--- src/rtl/sram_arbiter2.sv ---
// sram_arbiter2: round-robin sharing of one asynchronous SRAM between two
// requesters. Each grant runs one fixed SETUP / ACCESS / DONE sequence. Every
// pin and handshake output is a register loaded from the next-state decode.
module sram_arbiter2 #(
  parameter int W_ADDR      = 18,
  parameter int W_DATA      = 16,
  parameter int WAIT_CYCLES = 2
) (
  input  logic              clk,
  input  logic              rst,
  input  logic              req0,
  input  logic              req1,
  input  logic              we0,
  input  logic              we1,
  input  logic [W_ADDR-1:0] addr0,
  input  logic [W_ADDR-1:0] addr1,
  input  logic [W_DATA-1:0] wdata0,
  input  logic [W_DATA-1:0] wdata1,
  output logic              ack0,
  output logic              ack1,
  output logic [W_DATA-1:0] rdata,
  output logic              busy,
  output logic [W_ADDR-1:0] sram_addr,
  input  logic [W_DATA-1:0] sram_data_in,
  output logic [W_DATA-1:0] sram_data_out,
  output logic              sram_data_oe,
  output logic              sram_cs,
  output logic              sram_oe,
  output logic              sram_we
);

  localparam int W_CNT = (WAIT_CYCLES > 1) ? $clog2(WAIT_CYCLES) : 1;

  typedef enum logic [1:0] {
    S_IDLE   = 2'd0,
    S_SETUP  = 2'd1,
    S_ACCESS = 2'd2,
    S_DONE   = 2'd3
  } state_t;

  state_t             state, state_nx;
  logic               sel, sel_nx;
  logic               wr, wr_nx;
  logic               rr_ptr, rr_ptr_nx;
  logic               grant;
  logic [W_CNT-1:0]   cnt, cnt_nx;
  logic [W_ADDR-1:0]  addr_nx;
  logic [W_DATA-1:0]  dout_nx, rdata_nx;
  logic               cs_nx, oe_nx, we_nx, doe_nx, ack0_nx, ack1_nx, busy_nx;

  // Next-state decode plus the values every output register takes in that state.
  always_comb begin
    state_nx  = state;
    sel_nx    = sel;
    wr_nx     = wr;
    rr_ptr_nx = rr_ptr;
    cnt_nx    = cnt;
    addr_nx   = sram_addr;
    dout_nx   = sram_data_out;
    rdata_nx  = rdata;
    grant     = 1'b0;
    cs_nx     = 1'b1;
    oe_nx     = 1'b1;
    we_nx     = 1'b1;
    doe_nx    = 1'b0;
    ack0_nx   = 1'b0;
    ack1_nx   = 1'b0;
    case (state)
      S_IDLE: begin
        if (req0 || req1) begin
          // On a tie rr_ptr picks the winner; otherwise the lone requester wins.
          grant    = (req0 && req1) ? rr_ptr : req1;
          sel_nx   = grant;
          wr_nx    = grant ? we1 : we0;
          addr_nx  = grant ? addr1 : addr0;
          if (wr_nx) begin
            dout_nx = grant ? wdata1 : wdata0;
          end else begin
            dout_nx = sram_data_out;
          end
          state_nx = S_SETUP;
          cs_nx    = 1'b0;
          doe_nx   = wr_nx;
        end else begin
          state_nx = S_IDLE;
        end
      end
      S_SETUP: begin
        state_nx = S_ACCESS;
        cnt_nx   = W_CNT'(WAIT_CYCLES - 1);
        cs_nx    = 1'b0;
        doe_nx   = wr;
        we_nx    = ~wr;
        oe_nx    = wr;
      end
      S_ACCESS: begin
        cs_nx  = 1'b0;
        doe_nx = wr;
        if (cnt == W_CNT'(0)) begin
          // Last strobe cycle: capture read data on the edge that closes it.
          state_nx = S_DONE;
          if (!wr) begin
            rdata_nx = sram_data_in;
          end else begin
            rdata_nx = rdata;
          end
          if (sel) begin
            ack1_nx = 1'b1;
          end else begin
            ack0_nx = 1'b1;
          end
        end else begin
          cnt_nx = cnt - W_CNT'(1);
          we_nx  = ~wr;
          oe_nx  = wr;
        end
      end
      S_DONE: begin
        state_nx  = S_IDLE;
        rr_ptr_nx = ~sel;
      end
      default: begin
        state_nx = S_IDLE;
      end
    endcase
    busy_nx = (state_nx != S_IDLE);
  end

  // State, latched request fields and all registered outputs.
  always_ff @(posedge clk or posedge rst) begin
    if (rst) begin
      state         <= S_IDLE;
      sel           <= 1'b0;
      wr            <= 1'b0;
      rr_ptr        <= 1'b0;
      cnt           <= W_CNT'(0);
      sram_addr     <= {W_ADDR{1'b0}};
      sram_data_out <= {W_DATA{1'b0}};
      rdata         <= {W_DATA{1'b0}};
      sram_cs       <= 1'b1;
      sram_oe       <= 1'b1;
      sram_we       <= 1'b1;
      sram_data_oe  <= 1'b0;
      ack0          <= 1'b0;
      ack1          <= 1'b0;
      busy          <= 1'b0;
    end else begin
      state         <= state_nx;
      sel           <= sel_nx;
      wr            <= wr_nx;
      rr_ptr        <= rr_ptr_nx;
      cnt           <= cnt_nx;
      sram_addr     <= addr_nx;
      sram_data_out <= dout_nx;
      rdata         <= rdata_nx;
      sram_cs       <= cs_nx;
      sram_oe       <= oe_nx;
      sram_we       <= we_nx;
      sram_data_oe  <= doe_nx;
      ack0          <= ack0_nx;
      ack1          <= ack1_nx;
      busy          <= busy_nx;
    end
  end

endmodule
--- config.mk ---
export PLATFORM = sky130hd
export DESIGN_NAME = sram_arbiter2
export DESIGN_NICKNAME = d
export VERILOG_FILES = /design/src/rtl/sram_arbiter2.sv
export SDC_FILE = /design/constraint.sdc
export NUM_CORES = 1
export LEC_CHECK = 0
export ABC_CLOCK_PERIOD_IN_PS = 2000
export CELL_PAD_IN_SITES_DETAIL_PLACEMENT = 0
export CELL_PAD_IN_SITES_GLOBAL_PLACEMENT = 1
export CORE_MARGIN = 4
export CORE_UTILIZATION = 27
export CTS_CLUSTER_DIAMETER = 30
export DETAILED_ROUTE_END_ITERATION = 10
export PLACE_DENSITY = 0.84
export SLEW_MARGIN = 10
export SYNTH_ARGS = -nofsm -noshare
export SYNTH_HDL_FRONTEND = slang
export SYNTH_SLANG_ARGS = --single-unit
--- constraint.sdc ---
create_clock -name clk -period 2 [get_ports clk]
set_input_delay 0.5 -clock clk [delete_from_list [all_inputs] [get_ports clk]]
set_output_delay 0.5 -clock clk [all_outputs]
set_load 0.05 [all_outputs]
==> results_dict.tcl <==
set metrics [dict create \
    synth_xor_area_share_pct 0 \
    finish.utilization_pct 44.78 \
    cts_root_buffer "clkbuf_8" \
    cts_tree "yes" \
    io_pins 147 \
    drt_iter0_markers 47 \
    drt-total-wl_um 7132 \
    netlist_instances 219 \
    r2r_slack_ns 0.32 \
    finalCritPeriodShare_pct 88.88 \
    nFillCells 1001 \
    viasPerCell 4.261 \
    antenna_found_initial 0 \
    p_leak_uw 0.002142 \
    synth_most_common_cell "dfrtp_1" \
    io_buffers 146 \
    synth-edff-count 0 \
    final_nets 472 \
    clock-sinks 63 \
    hold_viol_final 0 \
    rr_endpoint "rdata[7]" \
    preCtsSetupSlack_ns -0.1326 \
    cap_violations 0 \
    grt_usage_pct 11.78 \
    gp_congestion 0.7165 \
    startpoint_type "input pin" \
    ys_seq_elements 63 \
    multiInputGateArea_sq_mm 0.001141 \
    p_total_uw 7796 \
    path_clk_slew_ns 0.06 \
    p_seq_share_pct 29.3 \
    ys_seq_area_share_pct 55.84 \
    p_per_area_mw_per_mm2 1694 \
    diodes 0 \
    dieArea_sq_mm 0.01218 \
    clock_path_buffers 2 \
    overflow 0 \
    p_int_uw 4030 \
    p_sw_uw 3766 \
    insertion_delay_ns 0.33 \
    drcViolationCount 0 \
    max_slew_margin_pct 66.27 \
    area_growth_pct 62.60 \
    hold-path-endpoint "sram_addr[13]" \
    ys_warn_count 0 \
    htree_levels 3 \
    holdWs_ns 0.4880 \
    synthSimpleGateAreaFrac_pct 5.217 \
    vias 2207 \
    synthTopCellsByArea "dfrtp_1 (53%), mux2_2 (16%), mux2i_1 (6.4%)" \
    end_kind "flip-flop" \
    synth_cell_type_count 26 \
    crit_fanout 17 \
    dp_hpwl_um 5285 \
    hold_path.startpoint "sram_addr[13]" \
    status "finished clean" \
    drive_gt1_share_pct 30.37 \
    seqCellArea_sq_mm 0.001580 \
    cts-buffers-inserted 9 \
    grt_pass1_wl_um 11110 \
    rr_startpoint "state[0]" \
    required_ns 2.21 \
    synth_area_leader_cell "dfrtp_1" \
    routedWlPerCell_um 13.77 \
    fmax_mhz 562.5 \
    fp.dieH_um 110.4 \
    critPathLaunch "req0" \
    post-synth-top-area-fraction_pct 53.05 \
    ctsResizeCount 19 \
    whs_path_depth 2 \
    cts_setup_buffers 0 \
    grt_pass1_vias 2325 \
    core_sq_mm 0.01028 \
    start_util_pct 27.54 \
    holdBufCountCts 0 \
    ys_async_sr_fraction_pct 100.0 \
    r2r_cells 6 \
    arrival_ns 1.99 \
    synth_top_family_by_area "multiplexers" \
    die_w_um 110.4 \
    irDropWorstVdd_v 0.0007350 \
    synthMuxAreaShare_pct 26.53 \
    synthAdderAreaFrac_pct 2.210 \
    hold_class "reg2reg" \
    synth-main-ff-cell "dfrtp_1" \
    slew_violations 0 \
    ant_nets 0 \
    switching_share_pct 48.30 \
    skew_ns 0.006989 \
    min_period_ns 1.778 \
    synth.avg_cell_area_sq_um 12.92 \
    synth_common_cells "dfrtp_1 (60), mux2_2 (40), nand2_1 (27)" \
    synth_nets 314 \
    num_rows 37 \
    synth_compound_area_share_pct 6.233 \
    rsz0062_at_grt "no" \
    comb_power_share_pct 57.9 \
    fin_ws_ns 0.2224 \
    first_pass_iters 3 \
    synthesis.area_sq_mm 0.002830 \
    worst_slew_pin_slew_ns 0.5051 \
    criticalPathCategory "in2reg" \
    pwr-share-clk_pct 12.8 \
    setup_viol 0 \
    grt_max_degree 64 \
]
state kept, by name (all words and copies together), names as in the netlist:
signal / count
sram_we: 1
sram_data_out: 16
ack1: 1
sram_cs: 1
sram_addr: 18
wr: 1
sram_data_oe: 1
rdata: 16
sel: 1
ack0: 1
state: 2
cnt: 1
rr_ptr: 1
sram_oe: 1
busy: 1
power by group through the flow:
stage	Clock, uW	Combinational (uW)	Sequential, uW
2_1_floorplan	0	1210	4240
3_3_place_gp	0	4640	2290
3_5_place_dp	0	4720	2310
4_1_cts	1050	4580	2290
5_1_grt	1120	4790	2370
6_report	1000	4510	2280
layout by cell type (no fill, tap or decap):
| master | Yosys | final |
|---|---|---|
| a21boi_0 | 1 | 1 |
| a21oi_1 | 4 | 4 |
| and3_1 | 1 | 1 |
| buf_12 | 1 | 4 |
| buf_4 | 1 | 41 |
| clkbuf_1 | 4 | 2 |
| clkbuf_8 | 0 | 11 |
| clkdlybuf4s50_1 | 0 | 89 |
| clkinv_2 | 0 | 2 |
| clkinvlp_4 | 0 | 2 |
| dfrtp_1 | 60 | 60 |
| dfstp_2 | 3 | 3 |
| dlygate4sd2_1 | 0 | 19 |
| dlymetal6s2s_1 | 0 | 5 |
| ha_1 | 5 | 5 |
| inv_1 | 5 | 4 |
| inv_2 | 1 | 1 |
| mux2_2 | 40 | 40 |
| mux2_4 | 8 | 8 |
| mux2i_1 | 18 | 18 |
| nand2_1 | 27 | 27 |
| nand4_1 | 1 | 1 |
| nor2_1 | 4 | 4 |
| nor2_2 | 1 | 1 |
| nor2b_1 | 1 | 1 |
| o21a_1 | 1 | 1 |
| o21ai_0 | 25 | 24 |
| o21ai_2 | 0 | 1 |
| o21ai_4 | 1 | 1 |
| or2_2 | 1 | 1 |
worst max path at each step:
| stage | to | slack (ns) | depth (start not counted) |
|---|---|---|---|
| final | sram_data_out[0] | 0.22 | 6 |
| after detailed placement | sram_data_out[5] | -0.13 | 6 |
| after global placement | sram_data_out[2] | -0.10 | 6 |
| after CTS | rdata[4] | 0.0003 | 1 |
| after global routing | sram_data_out[6] | 0.19 | 6 |
| after floorplan | rdata[0] | 0.27 | 6 |
worst max-delay path, cell delays in order:
cell             delay [ns]
clkdlybuf4s50_1        0.49
inv_2                  0.05
o21ai_4                0.16
buf_12                 0.18
mux2_2                 0.34
mux2_4                 0.26
area by class of cell:
type / count / share of cell area (%)
Inverter: 6 / 0.5710
Tap cell: 136 / 3.698
Clock inverter: 3 / 0.3806
Sequential cell: 63 / 34.34
Clock buffer: 13 / 3.453
Multi-Input combinational cell: 139 / 24.80
Timing Repair Buffer: 158 / 32.76
routing by layer:
metal / up-vias / part of all wire [%] / global-route usage [%] / wire (um)
met2: 95 / 49 / 20.28 / 3465
met5: - / 0 / 0 / 0
li1: 1066 / - / - / -
met3: 8 / 9.6 / 3.844 / 685
met4: 0 / 1.1 / 4.485 / 75
met1: 1038 / 41 / 13.59 / 2906
cell families after synthesis:
logic type / after synthesis
adders and majority gates: 5
DFF: 63
buffers and inverters: 17
AOI/OAI and AO/OA: 32
muxes: 66
and+or+nand+nor: 36
per-stage QoR:
step	setup TNS, ns	instance area, sq um	instances
floorplan	0	2834	219
global placement	-1.529	4437	502
detailed placement	-2.207	4437	502
CTS	0	4589	518
global route	0	4602	518
finish	0	4602	518
Note: power is estimated with default switching activity, not from simulation.
